===== src/rtl/wb_pkg.sv =====
// Shared types and widths for the write-back staging queue and its forwarding matcher.
package wb_pkg;

  localparam int REG_IDX_W = 5;
  localparam int DATA_W    = 32;

  typedef struct packed {
    logic [REG_IDX_W-1:0] index;
    logic [DATA_W-1:0]    data;
  } wb_entry_t;

  // Register x0 is hard-wired, so a transfer aimed at it is never stored or forwarded.
  function automatic logic idx_is_live(input logic [REG_IDX_W-1:0] idx);
    return (idx != {REG_IDX_W{1'b0}});
  endfunction

endpackage


===== src/rtl/writeback_queue_if.sv =====
// Bundle of producer handshakes, register-file write port and forwarding lookups.
// The queue sits on the slave side; producers/consumers drive the master side.
interface writeback_queue_if;
  import wb_pkg::*;

  logic                 a_valid;
  logic                 a_ready;
  logic [REG_IDX_W-1:0] a_index;
  logic [DATA_W-1:0]    a_data;

  logic                 m_valid;
  logic                 m_ready;
  logic [REG_IDX_W-1:0] m_index;
  logic [DATA_W-1:0]    m_data;

  logic                 wen;
  logic [REG_IDX_W-1:0] windex;
  logic [DATA_W-1:0]    wdata;

  logic [REG_IDX_W-1:0] index_1;
  logic [REG_IDX_W-1:0] index_2;
  logic                 fwd_hit_1;
  logic                 fwd_hit_2;
  logic [DATA_W-1:0]    fwd_data_1;
  logic [DATA_W-1:0]    fwd_data_2;

  modport slave (
    input  a_valid, a_index, a_data,
    input  m_valid, m_index, m_data,
    input  index_1, index_2,
    output a_ready, m_ready,
    output wen, windex, wdata,
    output fwd_hit_1, fwd_hit_2, fwd_data_1, fwd_data_2
  );

  modport master (
    output a_valid, a_index, a_data,
    output m_valid, m_index, m_data,
    output index_1, index_2,
    input  a_ready, m_ready,
    input  wen, windex, wdata,
    input  fwd_hit_1, fwd_hit_2, fwd_data_1, fwd_data_2
  );

endinterface


===== src/rtl/wb_fwd_match.sv =====
// Forwarding matcher: scans queue entries from oldest (head) to youngest and
// reports the youngest valid entry whose destination matches the lookup index.
module wb_fwd_match
  import wb_pkg::*;
#(
  parameter int DEPTH = 4
) (
  input  wb_entry_t                  i_entries [DEPTH],
  input  logic [DEPTH-1:0]           i_valid,
  input  logic [$clog2(DEPTH)-1:0]   i_head,
  input  logic [REG_IDX_W-1:0]       i_index,
  output logic                       o_hit,
  output logic [DATA_W-1:0]          o_data
);

  localparam int PTR_W = $clog2(DEPTH);

  // Walk in age order so that a later (younger) match overrides an earlier one.
  always_comb begin
    logic [PTR_W-1:0] v_slot;
    o_hit  = 1'b0;
    o_data = {DATA_W{1'b0}};
    v_slot = i_head;
    for (int k = 0; k < DEPTH; k++) begin
      v_slot = i_head + PTR_W'(k);
      if (idx_is_live(i_index) && i_valid[v_slot] &&
          (i_entries[v_slot].index == i_index)) begin
        o_hit  = 1'b1;
        o_data = i_entries[v_slot].data;
      end else begin
        o_hit  = o_hit;
        o_data = o_data;
      end
    end
  end

endmodule


===== src/rtl/writeback_queue.sv =====
// Write-back staging queue: merges ALU and MDU results into a circular FIFO,
// drains one entry per cycle into the register file and forwards pending data.
// Optional feature macro: WB_FWD_EN (forwarding matchers present when defined;
// otherwise fwd_hit_x/fwd_data_x are tied to zero).
module writeback_queue
  import wb_pkg::*;
#(
  parameter int DEPTH = 4
) (
  input  logic              clk,
  input  logic              rst,
  writeback_queue_if.slave  wb
);

  localparam int PTR_W = $clog2(DEPTH);
  localparam int CNT_W = PTR_W + 1;
  localparam logic [CNT_W-1:0] DEPTH_C = CNT_W'(DEPTH);

  wb_entry_t        r_mem [DEPTH];
  logic [PTR_W-1:0] r_head;
  logic [PTR_W-1:0] r_tail;
  logic [CNT_W-1:0] r_count;

  logic             w_nonempty;
  logic [CNT_W-1:0] w_free;
  logic [CNT_W-1:0] w_need;
  logic             w_a_ready;
  logic             w_m_ready;
  logic             w_a_push;
  logic             w_m_push;
  logic [PTR_W-1:0] w_m_slot;

  logic              w_fwd_hit_1;
  logic              w_fwd_hit_2;
  logic [DATA_W-1:0] w_fwd_data_1;
  logic [DATA_W-1:0] w_fwd_data_2;

  // Credit accounting and push decisions; free space already counts the pop happening this cycle.
  always_comb begin
    w_nonempty = (r_count != {CNT_W{1'b0}});
    w_free     = DEPTH_C - r_count + CNT_W'(w_nonempty);
    if (wb.a_valid && idx_is_live(wb.a_index)) begin
      w_need = CNT_W'(2);
    end else begin
      w_need = CNT_W'(1);
    end
    w_a_ready = (w_free >= CNT_W'(1));
    w_m_ready = (w_free >= w_need);
    w_a_push  = wb.a_valid && w_a_ready && idx_is_live(wb.a_index);
    w_m_push  = wb.m_valid && w_m_ready && idx_is_live(wb.m_index);
    if (w_a_push) begin
      w_m_slot = r_tail + PTR_W'(1);
    end else begin
      w_m_slot = r_tail;
    end
  end

  // Queue state: ALU entry lands at tail (older), MDU entry right behind it; head pops when non-empty.
  always_ff @(posedge clk or posedge rst) begin
    if (rst) begin
      r_head  <= {PTR_W{1'b0}};
      r_tail  <= {PTR_W{1'b0}};
      r_count <= {CNT_W{1'b0}};
      for (int i = 0; i < DEPTH; i++) begin
        r_mem[i] <= {$bits(wb_entry_t){1'b0}};
      end
    end else begin
      if (w_a_push) begin
        r_mem[r_tail].index <= wb.a_index;
        r_mem[r_tail].data  <= wb.a_data;
      end
      if (w_m_push) begin
        r_mem[w_m_slot].index <= wb.m_index;
        r_mem[w_m_slot].data  <= wb.m_data;
      end
      r_tail  <= r_tail + PTR_W'(w_a_push) + PTR_W'(w_m_push);
      r_head  <= r_head + PTR_W'(w_nonempty);
      r_count <= r_count + CNT_W'(w_a_push) + CNT_W'(w_m_push) - CNT_W'(w_nonempty);
    end
  end

`ifdef WB_FWD_EN
  logic [DEPTH-1:0] w_valid;

  // An entry is pending when its distance from head is below the occupancy.
  always_comb begin
    logic [PTR_W-1:0] v_age;
    w_valid = {DEPTH{1'b0}};
    v_age   = {PTR_W{1'b0}};
    for (int i = 0; i < DEPTH; i++) begin
      v_age      = PTR_W'(i) - r_head;
      w_valid[i] = ({1'b0, v_age} < r_count);
    end
  end

  wb_fwd_match #(.DEPTH(DEPTH)) u_fwd_1 (
    .i_entries (r_mem),
    .i_valid   (w_valid),
    .i_head    (r_head),
    .i_index   (wb.index_1),
    .o_hit     (w_fwd_hit_1),
    .o_data    (w_fwd_data_1)
  );

  wb_fwd_match #(.DEPTH(DEPTH)) u_fwd_2 (
    .i_entries (r_mem),
    .i_valid   (w_valid),
    .i_head    (r_head),
    .i_index   (wb.index_2),
    .o_hit     (w_fwd_hit_2),
    .o_data    (w_fwd_data_2)
  );
`else
  logic w_unused_idx;

  // Without matchers the lookups never hit; consumers stall on pending destinations instead.
  always_comb begin
    w_fwd_hit_1  = 1'b0;
    w_fwd_hit_2  = 1'b0;
    w_fwd_data_1 = {DATA_W{1'b0}};
    w_fwd_data_2 = {DATA_W{1'b0}};
    w_unused_idx = ^{wb.index_1, wb.index_2};
  end
`endif

  // Drive the bus: head entry goes to the register-file port whenever the queue holds anything.
  always_comb begin
    wb.a_ready = w_a_ready;
    wb.m_ready = w_m_ready;
    if (w_nonempty) begin
      wb.wen    = 1'b1;
      wb.windex = r_mem[r_head].index;
      wb.wdata  = r_mem[r_head].data;
    end else begin
      wb.wen    = 1'b0;
      wb.windex = {REG_IDX_W{1'b0}};
      wb.wdata  = {DATA_W{1'b0}};
    end
    wb.fwd_hit_1  = w_fwd_hit_1;
    wb.fwd_hit_2  = w_fwd_hit_2;
    wb.fwd_data_1 = w_fwd_data_1;
    wb.fwd_data_2 = w_fwd_data_2;
  end

endmodule


===== src/flat_wrapper.sv =====
// flat-port wrapper written by rule: the top's interface ports become plain ports
module writeback_queue_flat import wb_pkg::*;
#(
  parameter int DEPTH = 4
)
  (clk, rst, wb_a_valid, wb_a_index, wb_a_data, wb_m_valid, wb_m_index, wb_m_data, wb_index_1, wb_index_2, wb_a_ready, wb_m_ready, wb_wen, wb_windex, wb_wdata, wb_fwd_hit_1, wb_fwd_hit_2, wb_fwd_data_1, wb_fwd_data_2);
  writeback_queue_if wb_i ();
  input  logic clk;
  input  logic rst;
  input wire logic [$bits(wb_i.a_valid)-1:0] wb_a_valid;
  input wire logic [$bits(wb_i.a_index)-1:0] wb_a_index;
  input wire logic [$bits(wb_i.a_data)-1:0] wb_a_data;
  input wire logic [$bits(wb_i.m_valid)-1:0] wb_m_valid;
  input wire logic [$bits(wb_i.m_index)-1:0] wb_m_index;
  input wire logic [$bits(wb_i.m_data)-1:0] wb_m_data;
  input wire logic [$bits(wb_i.index_1)-1:0] wb_index_1;
  input wire logic [$bits(wb_i.index_2)-1:0] wb_index_2;
  output wire logic [$bits(wb_i.a_ready)-1:0] wb_a_ready;
  output wire logic [$bits(wb_i.m_ready)-1:0] wb_m_ready;
  output wire logic [$bits(wb_i.wen)-1:0] wb_wen;
  output wire logic [$bits(wb_i.windex)-1:0] wb_windex;
  output wire logic [$bits(wb_i.wdata)-1:0] wb_wdata;
  output wire logic [$bits(wb_i.fwd_hit_1)-1:0] wb_fwd_hit_1;
  output wire logic [$bits(wb_i.fwd_hit_2)-1:0] wb_fwd_hit_2;
  output wire logic [$bits(wb_i.fwd_data_1)-1:0] wb_fwd_data_1;
  output wire logic [$bits(wb_i.fwd_data_2)-1:0] wb_fwd_data_2;
  assign wb_i.a_valid = wb_a_valid;
  assign wb_i.a_index = wb_a_index;
  assign wb_i.a_data = wb_a_data;
  assign wb_i.m_valid = wb_m_valid;
  assign wb_i.m_index = wb_m_index;
  assign wb_i.m_data = wb_m_data;
  assign wb_i.index_1 = wb_index_1;
  assign wb_i.index_2 = wb_index_2;
  assign wb_a_ready = wb_i.a_ready;
  assign wb_m_ready = wb_i.m_ready;
  assign wb_wen = wb_i.wen;
  assign wb_windex = wb_i.windex;
  assign wb_wdata = wb_i.wdata;
  assign wb_fwd_hit_1 = wb_i.fwd_hit_1;
  assign wb_fwd_hit_2 = wb_i.fwd_hit_2;
  assign wb_fwd_data_1 = wb_i.fwd_data_1;
  assign wb_fwd_data_2 = wb_i.fwd_data_2;
  writeback_queue #(.DEPTH(DEPTH)) u_core (.clk(clk), .rst(rst), .wb(wb_i));
endmodule

===== config.mk =====
export PLATFORM = sky130hd
export DESIGN_NAME = writeback_queue_flat
export DESIGN_NICKNAME = d
export VERILOG_FILES = /design/src/rtl/wb_pkg.sv /design/src/rtl/writeback_queue_if.sv /design/src/rtl/wb_fwd_match.sv /design/src/rtl/writeback_queue.sv /design/src/flat_wrapper.sv
export SDC_FILE = /design/constraint.sdc
export NUM_CORES = 1
export LEC_CHECK = 0
export BUFFER_PORTS_ARGS = -buffer_cell sky130_fd_sc_hd__buf_4
export CAP_MARGIN = 20
export CELL_PAD_IN_SITES_DETAIL_PLACEMENT = 0
export CELL_PAD_IN_SITES_GLOBAL_PLACEMENT = 1
export CORE_MARGIN = 10
export CORE_UTILIZATION = 44
export DETAILED_ROUTE_END_ITERATION = 8
export GPL_ROUTABILITY_DRIVEN = 0
export GPL_TIMING_DRIVEN = 0
export PLACE_DENSITY = 0.77
export SYNTH_ARGS = -nofsm -noshare
export SYNTH_HDL_FRONTEND = slang
export SYNTH_SLANG_ARGS = --single-unit

===== constraint.sdc =====
create_clock -name clk -period 5.33 [get_ports clk]
set_input_delay 0.2665 -clock clk [delete_from_list [all_inputs] [get_ports clk]]
set_output_delay 0.2665 -clock clk [all_outputs]
set_load 0.01 [all_outputs]

* Word-level counts from Yosys, hierarchy flattened
Index checks and enable logic that the tools add are counted.
W data, S select, Z words.
** Storage, ports and cells
- Register bits :: 155
- Bits of input ports :: 88
- Output and inout port bits :: 106
- Logic and storage cells :: 62
** Operators by class
- $add $sub $neg :: 9
- Order comparisons :: 7
- Multiplexer cells :: 22
- Bitwise gates (word level) :: 3
- Reduce and logical (&&, ||, !) cells :: 10
** Operators by type and width (count)
- $bwmux W148 :: 4
- $demux W37 S2 :: 4
- $mux W148 :: 2
- $mux W37 :: 4
- $mux W32 :: 3
- $bmux W37 S2 :: 1
- $reduce_bool A5 Y1 :: 2
- $add A3 B1 Y3 :: 3
- $ge A3 B3 Y1 const B :: 3
- $not A2 Y3 :: 3
- $logic_and A1 B1 Y1 :: 7
- $add A2 B1 Y2 :: 3
- $lt A3 B1 Y1 const B :: 2
- $mux W5 :: 1
- $mux W2 :: 2
- $ge A3 B1 Y1 const B :: 1
- $ge A3 B2 Y1 :: 1
- $reduce_bool A3 Y1 :: 1
- $sub A3 B1 Y3 :: 1
- $sub A3 B3 Y3 const A :: 1
- $add A2 B1 Y2 const B :: 1
- $mux W1 :: 1

* Logic depth before layout (Yosys ltp)
- Depth in word-level cells :: 14
- Mapped depth :: 16
- Mapped depth without buffers :: 14

* Worst setup path after synthesis
No wires, ideal clock.
- Path type :: flip-flop to flip-flop
- Start point :: register u_core.r_count[2]
- End point :: register u_core.r_count[2]
- Library setup time :: 124 ps
- Arrival time :: 3414 ps
- Data required time :: 5206 ps
- Setup slack :: 1792 ps
- Stages on the path, launching flop included :: 16
- Path buffers :: 2
- Period minus slack after synthesis :: 3538 ps
- Path through :: dfrtp_1 -> nor3_1 -> clkbuf_1 -> clkbuf_1 -> ha_1 -> inv_1 -> ha_1 -> ha_1 -> a211oi_1 -> nor2_1 -> inv_1 -> fa_1 -> inv_1 -> fa_1 -> xnor2_1 -> xnor2_1
** Between the ends
- Cells in the longest elaborated chain, start to end :: 8
- Elaborated cells between the ends (all ways) :: 12
- Classes of those cells :: 5 x add/sub; 2 x order compare; 5 x reduce/logical
** Ends and longest elaborated chain
- from (decl) :: line writeback_queue.sv:22 : logic [CNT_W-1:0] r_count;
- from (signal assigned) :: line writeback_queue.sv:63 : r_count <= {CNT_W{1'b0}};
- from (signal assigned) :: line writeback_queue.sv:78 : r_count <= r_count + CNT_W'(w_a_push) + CNT_W'(w_m_push) - CNT_W'(w_nonempty);
- $sub A3 B3 Y3 or $reduce_bool A3 Y1 (tied branches) :: line writeback_queue.sv:41, writeback_queue.sv:40
- $add A3 B1 Y3 :: line writeback_queue.sv:41 : w_free = DEPTH_C - r_count + CNT_W'(w_nonempty);
- $ge A3 B1 Y1 :: line writeback_queue.sv:47 : w_a_ready = (w_free >= CNT_W'(1));
- $logic_and A1 B1 Y1 (2 in series) :: line writeback_queue.sv:49 : w_a_push = wb.a_valid && w_a_ready && idx_is_live(wb.a_index);
- $add A3 B1 Y3 (2 in series) :: line writeback_queue.sv:78
- $sub A3 B1 Y3 (*) :: line writeback_queue.sv:78
Mark *: on every way between the ends. The rest lies on a longest branch, timed or not.

* Worst setup path in the final report
- Start point :: register u_core.r_count[2]
- End point :: register u_core.r_count[1]
The elaborated chain is that of the path after synthesis.

==> run_results.csv <==
group,metric,value,unit
synth,ys_seq_area_frac,0.4119,
worst_setup_path,slowest_delay,0.54,ns
layout,area_delta_synth_final,22.09,%
worst_hold_path,hold_path_end,"u_core.r_mem[132]",
timing,worstMarginPinSlew,0.9791,ns
clock_tree,cts.sinks,155,
floorplanning,rows,53,
layout,antennaDiodeCount,0,
worst_setup_path,reg2regPathDepth,13,
worst_setup_path,r2r-end,"u_core.r_count[1]",
clock_tree,post_cts_buffers,0,
synth,yosysTopAreaCellShare,0.4119,
worst_setup_path,cp_slowest_cell,"clkbuf_1",
place,place_ws,0.6646,ns
layout,postLayoutCellArea,11500,um2
clock_tree,h-tree-depth,4,
floorplanning,dieArea,27660,um2
worst_setup_path,r2r_start,"u_core.r_count[2]",
floorplanning,die_y,166.3,um
place,place_area,10920,um2
clock_tree,clk_latency,0.43,ns
synth,yosys_warnings,0,
timing,tns,0,ns
synth,synthTopCellsByArea,"dfrtp_1 (41%), mux2_2 (13%), mux4_2 (8.8%)",
worst_setup_path,cp_top_family,"adder cells",
timing,fmax,0.2203,GHz
routing,detail-route-antenna-nets,0,
floorplanning,start_util,0.4480,
worst_hold_path,hold_depth,2,
clock_tree,cts_tree,"done",
timing,rsz0062_at_grt,"no",
worst_setup_path,cp.buffers_inverters,5,
synth,ys_ff_latch,155,
synth,synth_area,9418,um2
timing,fin_hold_ws,0.08876,ns
power_and_ir_drop,total_power,7.625,mW
clock_tree,cts_inserted_buffers,17,
layout,nets,1078,
layout,drive_above_1_share,0.4495,
timing,fin_skew,0.01202,ns
global_routing,antenna_found_initial,0,
worst_hold_path,worstHoldStart,"wb_m_data[21]",
routing,routedWlPerCell,19.48,um
job,max-cap-violations,0,
worst_setup_path,rrSetupSlack,0.79,ns
worst_setup_path,startpoint_type,"flop",
worst_setup_path,cp.required,5.62,ns
routing,first_iter_violations,272,
worst_hold_path,hold_class,"input port to flop",
global_routing,grt_pass1_wl,39350,um
global_routing,grt_max_degree,81,
timing,period_share,0.8516,
synth,synth_top_area_cell,"dfrtp_1",
timing,slew_violations,0,
floorplanning,pin_count,194,
synth,synthCells,773,
worst_setup_path,endpoint_kind,"flop",
worst_setup_path,cp_cell_sequence,"nor3_1 -> clkbuf_1 -> clkbuf_1 -> ha_1 -> inv_1 -> ha_1 -> ha_1 -> a211oi_1 -> nor2_1 -> inv_1 -> fa_1 -> inv_1 -> fa_1",
floorplanning,coreArea,21020,um2
power_and_ir_drop,ir_drop,0.3081,mV
timing,worst_slack,0.7911,ns
timing,final-setup-viol-count,0,
floorplanning,die_w,166.3,um
global_routing,grt_use_total,0.1782,
synth,ys.flop_type,"dfrtp_1",
routing,wl,24640,um
routing,drc_errors,0,
power_and_ir_drop,p_leak,5.686,nW
routing,dr.pass1.iters,5,
worst_setup_path,cp_data_arrival_time,4.83,ns
routing,vias,6347,
place,io_buffers,117,
clock_tree,clock-root-buffer,"clkbuf_16",
global_routing,grt_pass1_vias,6909,
power_and_ir_drop,power_density,663.1,nW/um2
timing,min_period,4.539,ns
synth,ys_types,40,
place,hpwl,17180,um
clock_tree,clk_path_buf_depth,2,
timing,slew_headroom,0.3473,
synth,async_flop_share,1.000,
synth,synth_edf_count,0,
worst_setup_path,crit_fanout,10,
synth,synth_area_per_cell,12.18,um2
routing,routed_via_density,5.017,
timing,hold_viol,0,
global_routing,grt_overflow,0,
worst_setup_path,crit_type,"flop to flop",
outcome,status,"finished, final reports clean",
clock_tree,clkTransAtPathRegs,0.07,ns
==> layout make-up <==
class                           instances  area, um2
Buffer                                113      799.5
Clock buffer                           17      425.4
Clock inverter                         15      128.9
Fill cell                            1874       9523
Inverter                               16      67.56
Multi-Input combinational cell        554       4923
Sequential cell                       155       3879
Tap cell                              275      344.1
Timing Repair Buffer                  120      930.9
==> worst max path at each step <==
| stage | start | to | slack [ns] | cells after the start |
|---|---|---|---|---|
| global route | u_core.r_count[2] | u_core.r_count[2] | 0.46 | 15 |
| finish | u_core.r_count[2] | u_core.r_count[1] | 0.79 | 13 |
| CTS | u_core.r_count[2] | u_core.r_count[1] | 0.64 | 13 |
| detailed placement | u_core.r_count[2] | u_core.r_count[1] | 0.66 | 13 |
| global placement | rst | u_core.r_mem[93] | -1.27 | 2 |
| floorplan | rst | u_core.r_count[0] | 0.89 | 1 |
==> placed cells by master, fill, tap and decap left out, types with 3 or more instances in the layout <==
cell type   count
clkbuf_1       10
buf_6           4
mux2_1          6
nor2b_1        37
mux4_2         37
xnor2_1         3
ha_1           10
conb_1         66
buf_4         189
mux2i_1        74
clkinv_4        3
clkbuf_16      17
dfrtp_1       155
inv_8           3
buf_1           3
inv_1          14
buf_12          3
a21oi_1        74
mux2_4         30
buf_2          21
mux2_2        112
clkinvlp_4      3
inv_6           6
nor2_1         75
fa_1            3
==> state kept, by name (all words and copies together) (netlist names) <==
name / count
u_core.r_mem: 148
u_core.r_count: 3
u_core.r_tail: 2
u_core.r_head: 2
==> metrics by stage <==
stage          utilization  cells
5_1_grt             0.5470   1265
2_1_floorplan            -    838
4_1_cts             0.5463   1264
6_report            0.5470   1265
3_3_place_gp        0.5178   1230
3_5_place_dp        0.5194   1231
==> where the power goes <==
| group | leakage [nW] | switching [mW] | internal [mW] |
|---|---|---|---|
| logic | 3.63 | 1.93 | 2.42 |
| clock network | 0.265 | 0.537 | 0.612 |
| registers | 1.79 | 0.303 | 1.82 |
| total | 5.69 | 2.77 | 4.85 |
==> cell families (layout without fill, tap and decap cells) <==
logic type / count (synthesis) / count (layout) / synth area share
AOI/OAI and AO/OA: 82 / 82 / 0.04584
xor gates and xnor gates: 5 / 5 / 0.004651
adders and majority gates: 13 / 13 / 0.01966
buffers and inverters: 129 / 281 / 0.09127
DFF: 155 / 155 / 0.4119
muxes: 259 / 259 / 0.3561
other: 1 / 66 / 0.0003982
and+or+nand+nor: 129 / 129 / 0.07028
==> Yosys cell counts (2+ instances only) <==
cell type / instances
buf_6: 4
dfrtp_1: 155
buf_1: 3
buf_12: 3
nor2_4: 2
mux4_2: 37
xor2_1: 2
clkbuf_1: 10
nor2_1: 75
mux2i_1: 74
nor2b_1: 37
mux2_2: 112
nand2_4: 2
buf_4: 72
a21oi_1: 74
o21ai_0: 2
nor3_1: 2
fa_1: 3
mux2_4: 30
ha_1: 10
buf_2: 21
a21oi_2: 2
inv_1: 15
mux2_1: 6
xnor2_1: 3
nand2_2: 2
or4_1: 2
==> what timing repair did <==
action,in CTS,in global routing
hold buffers,1,0
endpoints found under the hold margin,75,0
resized for setup,0,0
==> worst register-to-register path: stages (launching register included) <==
cell and delay (ns):
dfrtp_1 0.42, nor3_1 0.47, clkbuf_1 0.51, clkbuf_1 0.55
ha_1 0.26, inv_1 0.04, ha_1 0.30, ha_1 0.28
a211oi_1 0.07, nor2_1 0.41, inv_1 0.18, fa_1 0.42
inv_1 0.09, fa_1 0.42
==> per-layer routing <==
metal	up-vias	part of all wire	global-route usage
met1	3132	0.44	0.2288
li1	3018	-	-
met5	-	0	0
met2	184	0.50	0.2974
met4	0	0.0090	0.04276
met3	13	0.055	0.04165
Note: power is estimated with default switching activity, not from simulation.
